`src/rtl/spi_master_ctrl.sv`:
```
// SPI mode-0 master sequencer: CS setup, DATA_W bits MSB-first, CS hold, done pulse.
// All outputs are registered; pause freezes the serial clock only while shifting.
module spi_master_ctrl #(
    parameter int unsigned DATA_W  = 8,
    parameter int unsigned CLK_DIV = 4
) (
    input  logic              clk,
    input  logic              rst_n,
    input  logic              start_i,
    input  logic              pause_i,
    input  logic [DATA_W-1:0] tx_data_i,
    input  logic              miso_i,
    output logic              busy_o,
    output logic              done_o,
    output logic [DATA_W-1:0] rx_data_o,
    output logic [7:0]        bit_cnt_o,
    output logic              sclk_o,
    output logic              mosi_o,
    output logic              cs_n_o
);

    localparam int unsigned DIV_W = (CLK_DIV > 1) ? $clog2(CLK_DIV) : 1;
    localparam int unsigned CNT_W = 8;

    typedef enum logic [2:0] {
        S_IDLE,
        S_SETUP,
        S_XFER,
        S_HOLD,
        S_FIN
    } state_e;

    state_e              state_q, state_d;
    logic [DIV_W-1:0]    div_q, div_d;
    logic                sclk_q, sclk_d;
    logic                mosi_q, mosi_d;
    logic                cs_n_q, cs_n_d;
    logic                busy_q, busy_d;
    logic                done_q, done_d;
    logic [CNT_W-1:0]    bit_cnt_q, bit_cnt_d;
    logic [DATA_W-1:0]   tx_sr_q, tx_sr_d;
    logic [DATA_W-1:0]   rx_sr_q, rx_sr_d;
    logic [DATA_W-1:0]   rx_data_q, rx_data_d;
    logic                div_last;

    // Divider terminal count shared by SETUP, XFER and HOLD
    assign div_last = (div_q == DIV_W'(CLK_DIV - 1));

    // State and output registers with synchronous active-low reset
    always_ff @(posedge clk) begin
        if (!rst_n) begin
            state_q   <= S_IDLE;
            div_q     <= '0;
            sclk_q    <= 1'b0;
            mosi_q    <= 1'b0;
            cs_n_q    <= 1'b1;
            busy_q    <= 1'b0;
            done_q    <= 1'b0;
            bit_cnt_q <= '0;
            tx_sr_q   <= '0;
            rx_sr_q   <= '0;
            rx_data_q <= '0;
        end else begin
            state_q   <= state_d;
            div_q     <= div_d;
            sclk_q    <= sclk_d;
            mosi_q    <= mosi_d;
            cs_n_q    <= cs_n_d;
            busy_q    <= busy_d;
            done_q    <= done_d;
            bit_cnt_q <= bit_cnt_d;
            tx_sr_q   <= tx_sr_d;
            rx_sr_q   <= rx_sr_d;
            rx_data_q <= rx_data_d;
        end
    end

    // Next-state and next-output logic; outputs are set on the transition into each state
    always_comb begin
        state_d   = state_q;
        div_d     = div_q;
        sclk_d    = sclk_q;
        mosi_d    = mosi_q;
        cs_n_d    = cs_n_q;
        busy_d    = busy_q;
        done_d    = 1'b0;
        bit_cnt_d = bit_cnt_q;
        tx_sr_d   = tx_sr_q;
        rx_sr_d   = rx_sr_q;
        rx_data_d = rx_data_q;

        unique case (state_q)
            S_IDLE: begin
                if (start_i) begin
                    state_d   = S_SETUP;
                    tx_sr_d   = tx_data_i;
                    mosi_d    = tx_data_i[DATA_W-1];
                    cs_n_d    = 1'b0;
                    busy_d    = 1'b1;
                    div_d     = '0;
                    bit_cnt_d = '0;
                end
            end

            S_SETUP: begin
                if (div_last) begin
                    div_d   = '0;
                    state_d = S_XFER;
                end else begin
                    div_d = div_q + DIV_W'(1);
                end
            end

            S_XFER: begin
                if (!pause_i) begin
                    if (div_last) begin
                        div_d = '0;
                        if (!sclk_q) begin
                            // Rising SCLK: sample slave data, count the bit
                            sclk_d    = 1'b1;
                            rx_sr_d   = {rx_sr_q[DATA_W-2:0], miso_i};
                            bit_cnt_d = bit_cnt_q + CNT_W'(1);
                        end else begin
                            // Falling SCLK: present next bit, or finish after the last one
                            sclk_d = 1'b0;
                            if (bit_cnt_q < CNT_W'(DATA_W)) begin
                                tx_sr_d = {tx_sr_q[DATA_W-2:0], 1'b0};
                                mosi_d  = tx_sr_q[DATA_W-2];
                            end else begin
                                state_d = S_HOLD;
                            end
                        end
                    end else begin
                        div_d = div_q + DIV_W'(1);
                    end
                end
            end

            S_HOLD: begin
                if (div_last) begin
                    div_d     = '0;
                    state_d   = S_FIN;
                    cs_n_d    = 1'b1;
                    busy_d    = 1'b0;
                    done_d    = 1'b1;
                    rx_data_d = rx_sr_q;
                end else begin
                    div_d = div_q + DIV_W'(1);
                end
            end

            S_FIN: begin
                state_d   = S_IDLE;
                bit_cnt_d = '0;
                mosi_d    = 1'b0;
                div_d     = '0;
            end

            default: begin
                state_d = S_IDLE;
            end
        endcase
    end

    assign busy_o    = busy_q;
    assign done_o    = done_q;
    assign rx_data_o = rx_data_q;
    assign bit_cnt_o = bit_cnt_q;
    assign sclk_o    = sclk_q;
    assign mosi_o    = mosi_q;
    assign cs_n_o    = cs_n_q;

endmodule

```
`config.mk`:
```
export PLATFORM = sky130hd
export DESIGN_NAME = spi_master_ctrl
export DESIGN_NICKNAME = d
export VERILOG_FILES = /design/src/rtl/spi_master_ctrl.sv
export SDC_FILE = /design/constraint.sdc
export NUM_CORES = 1
export LEC_CHECK = 0
export CELL_PAD_IN_SITES_DETAIL_PLACEMENT = 0
export CELL_PAD_IN_SITES_GLOBAL_PLACEMENT = 1
export CORE_ASPECT_RATIO = 1.75
export CORE_MARGIN = 10
export CORE_UTILIZATION = 35
export CTS_CLUSTER_DIAMETER = 30
export DETAILED_ROUTE_END_ITERATION = 10
export DONT_BUFFER_PORTS = 1
export PLACE_DENSITY_LB_ADDON = 0.1
export SETUP_SLACK_MARGIN = 0.15
export SYNTH_ARGS = -nofsm -noshare
export SYNTH_HDL_FRONTEND = slang
export SYNTH_SLANG_ARGS = --single-unit
```
`constraint.sdc`:
```
create_clock -name clk -period 3.7 [get_ports clk]
set_input_delay 0.185 -clock clk [delete_from_list [all_inputs] [get_ports clk]]
set_output_delay 0.185 -clock clk [all_outputs]
set_load 0.01 [all_outputs]
```
==> summary.json <==
{
  "critical_path_peak_fanout": {"value": 12},
  "finalPower": {"value": 0.000786, "unit": "W"},
  "netlist_instances": {"value": 216},
  "yosys_register_bits": {"value": 41},
  "synth_sequential_area_ratio": {"value": 0.439},
  "area.sequential": {"value": 821, "unit": "µm²"},
  "synth_area_leaders": {"value": "dfxtp_1 (44%), nand2_1 (11%), a21boi_0 (4.8%)"},
  "clock_tree.htree_level_count": {"value": 2},
  "slew_viol_final": {"value": 0},
  "reg2reg_slack": {"value": 1.65, "unit": "ns"},
  "synth_nets": {"value": 231},
  "routed_via_density": {"value": 5.25},
  "r2r-start": {"value": "state_q[1]"},
  "number_of_distinct_library_cells_after_synthesis": {"value": 39},
  "area_growth": {"value": 4.75, "unit": "%"},
  "finalInstanceArea": {"value": 1960, "unit": "µm²"},
  "multi_input_area": {"value": 952, "unit": "µm²"},
  "grt_util_all_layers": {"value": 0.104},
  "layout.filler_cells": {"value": 548},
  "buffering_stage_count_on_the_worst_path_with_inverters_included": {"value": 0},
  "detail_route.wirelength": {"value": 4270, "unit": "µm"},
  "hold_path.class": {"value": "in -> reg"},
  "cts.clk_slew.worst_paths": {"value": 0.08, "unit": "ns"},
  "number_of_flops_mapped_to_enable_cells_by_yosys": {"value": 0},
  "cts_num_sinks": {"value": 41},
  "clkLatencyLatePin": {"value": 0.29, "unit": "ns"},
  "synth-warning-count": {"value": 0},
  "io_buffers": {"value": 0},
  "antenna_found_initial": {"value": 0},
  "worst-slew-pin-transition": {"value": 0.695, "unit": "ns"},
  "worst_path_max_delay_cell": {"value": "or4b_4"},
  "criticalPathCategory": {"value": "reg -> reg"},
  "final_net_count": {"value": 226},
  "die-height": {"value": 117, "unit": "µm"},
  "gp_congestion": {"value": 0.716},
  "fp.coreArea": {"value": 5210, "unit": "µm²"},
  "hp-start": {"value": "rst_n"},
  "report.final.setup_viol": {"value": 0},
  "maximum_number_of_pins_on_one_net_before_global_route_repair": {"value": 48},
  "timing.final.crit_period": {"value": 2.05, "unit": "ns"},
  "grt_pass1_vias": {"value": 1377},
  "start_kind": {"value": "flop"},
  "hpwl": {"value": 2930, "unit": "µm"},
  "drtIter0Drc": {"value": 39},
  "reg2reg_to": {"value": "rx_sr_q[0]"},
  "drv.max_cap_violation_count": {"value": 0},
  "firstDrtPassIters": {"value": 4},
  "detail-route-antenna-nets": {"value": 0},
  "worst_r2r_path_depth": {"value": 4},
  "worstPathRequired": {"value": 3.93, "unit": "ns"},
  "timing.max_slew.rel_slack": {"value": 0.535},
  "fin_setup_tns": {"value": 0, "unit": "ns"},
  "count_of_vias_placed_by_the_detailed_router": {"value": 1403},
  "placementRows": {"value": 35},
  "cpLargestDelayFamily": {"value": "simple AND/OR/NAND/NOR gates"},
  "cts_made_buffers": {"value": 5},
  "post_synth_top_area_share": {"value": 0.439},
  "final_layout_size_suffix_gt1_frac": {"value": 0.104},
  "route.detailed.drc": {"value": 0},
  "diodes": {"value": 0},
  "slowest_stage_delay_on_critical_path": {"value": 0.58, "unit": "ns"},
  "pwr_density_cell": {"value": 401, "unit": "nW/µm²"},
  "worst_setup_path_end_kind": {"value": "flop"},
  "outcome": {"value": "finished clean"},
  "synth_flop_cell": {"value": "dfxtp_1"},
  "final_clock_period_utilization_by_the_worst_path": {"value": 0.554},
  "grt_first_pass_wirelength": {"value": 7120, "unit": "µm"},
  "grt_remaining_overflow": {"value": 0},
  "setup_repair_after_global_routing_missed_its_margin": {"value": "no"},
  "hold_viol_final": {"value": 0},
  "mean_instance_size_in_the_synthesized_netlist": {"value": 8.67, "unit": "µm²"},
  "ios": {"value": 34},
  "post-cts-setup-buffers": {"value": 0},
  "irDropWorstVdd": {"value": 0.207, "unit": "mV"},
  "die_width": {"value": 75.3, "unit": "µm"},
  "floorplan.die_area": {"value": 8790, "unit": "µm²"},
  "postSynth.asyncResetShare": {"value": 0},
  "placed_area": {"value": 1860, "unit": "µm²"},
  "netlist_area": {"value": 1870, "unit": "µm²"},
  "start_util": {"value": 0.359},
  "max_freq": {"value": 487, "unit": "MHz"},
  "synth_top_area_cell": {"value": "dfxtp_1"},
  "cts-root-buf": {"value": "clkbuf_8"},
  "routed_wire_length_per_instance": {"value": 16.0, "unit": "µm"},
  "cts_buffer_depth": {"value": 2},
  "critical_path_arrival": {"value": 2.28, "unit": "ns"},
  "power_leakage": {"value": 0.668, "unit": "nW"},
  "endpoint_with_the_worst_hold_slack": {"value": "bit_cnt_o[0]"},
  "hold_path_depth": {"value": 2},
  "tritoncts_clock_tree": {"value": "yes"},
  "crit_path_cell_trace": {"value": "or4b_4 -> nor2_1 -> nand2_1 -> a21boi_0"},
  "worst_clock_skew": {"value": 0.00448, "unit": "ns"}
}
-- cells by family after synthesis --
kind of cell / count (synthesis) / synth area share
multiplexers: 13 / 0.0735
adder cells (fa/ha/maj): 2 / 0.0134
buffers and inverters: 18 / 0.0528
AND/OR/NAND/NOR: 99 / 0.253
XOR/XNOR: 6 / 0.0281
AO/OA/AOI/OAI: 37 / 0.140
flip-flops: 41 / 0.439
-- worst max-delay path by stage --
stage	from	end	slack [ns]	cells after the start
floorplan	state_q[2]	bit_cnt_o[0]	1.98	7
global placement	state_q[1]	bit_cnt_o[1]	1.71	4
detailed placement	state_q[1]	rx_sr_q[0]	1.66	4
CTS	state_q[1]	rx_sr_q[0]	1.64	4
global route	state_q[1]	bit_cnt_o[1]	1.41	4
finish	state_q[1]	rx_sr_q[0]	1.65	4
-- worst register-to-register path: stages (launching register included) --
cell and delay, ns:
dfxtp_1 0.55, or4b_4 0.58, nor2_1 0.58, nand2_1 0.11
a21boi_0 0.16
-- area by class of cell --
| cell class | count | area share |
|---|---|---|
| Clock buffer | 5 | 0.0351 |
| Clock inverter | 3 | 0.00893 |
| Inverter | 4 | 0.00766 |
| Multi-Input combinational cell | 157 | 0.486 |
| Sequential cell | 41 | 0.419 |
| Tap cell | 55 | 0.0351 |
| Timing Repair Buffer | 2 | 0.00893 |
-- report_power, final --
| group | switching (W) | internal (W) |
|---|---|---|
| registers | 0.00000757 | 0.000450 |
| logic | 0.0000159 | 0.0000184 |
| clock network | 0.000163 | 0.000130 |
-- Yosys cell counts, types with 5 or more instances --
library cell,count
nand2_1,56
dfxtp_1,41
a21boi_0,12
nor2_1,11
a21boi_1,8
clkbuf_1,7
mux2i_1,7
mux2_2,6
nand4_1,6
xnor2_1,6
nand3_1,5
o21ai_0,5
-- per-layer routing --
metal | routed length, µm | vias up | track usage
met2 | 2100 | 32 | 0.168
met3 | 385 | 7 | 0.0510
met5 | 0 | - | 0
li1 | - | 716 | -
met1 | 1690 | 648 | 0.112
met4 | 99 | 0 | 0.0461
-- state kept, by name, summed over array words and instances (netlist names), 2 cells and up --
signal,cells
div_q,2
bit_cnt_o,8
rx_data_o,8
rx_sr_q,8
state_q,3
tx_sr_q,7
-- through the flow --
stage | util | instances | setup slack [ns] | hold slack [ns]
6_report | 0.376 | 267 | 1.65 | 0.0162
5_1_grt | 0.376 | 267 | 1.41 | 0.00133
4_1_cts | 0.376 | 267 | 1.64 | 0.00904
3_5_place_dp | 0.358 | 258 | 1.66 | 0.277
3_3_place_gp | 0.358 | 258 | 1.71 | 0.274
2_1_floorplan | - | 216 | 1.98 | 0.330
-- cell usage in the layout, fill, tap and decap left out, types with 2 or more instances in the layout --
master,netlist,layout
o21a_1,2,2
and3_1,2,2
ha_1,2,2
clkinv_2,0,2
a21boi_1,8,8
nand4_1,6,6
clkbuf_8,0,5
dfxtp_1,41,41
nand2_1,56,56
mux2i_1,7,7
o21ai_0,5,5
nor4_2,3,3
mux2_2,6,6
a21boi_0,12,12
o21ai_1,2,2
xnor2_1,6,6
nor3_1,4,4
nand2b_1,3,3
nand3_1,5,5
nor2_1,11,11
and2_1,2,2
inv_1,4,4
a21oi_1,2,2
-- what timing repair did --
item / CTS / global route
hold buffers: 1 / 0
endpoints found under the hold margin: 1 / 0
gates resized for setup: 0 / 0
(Power assumes the default switching activity.)
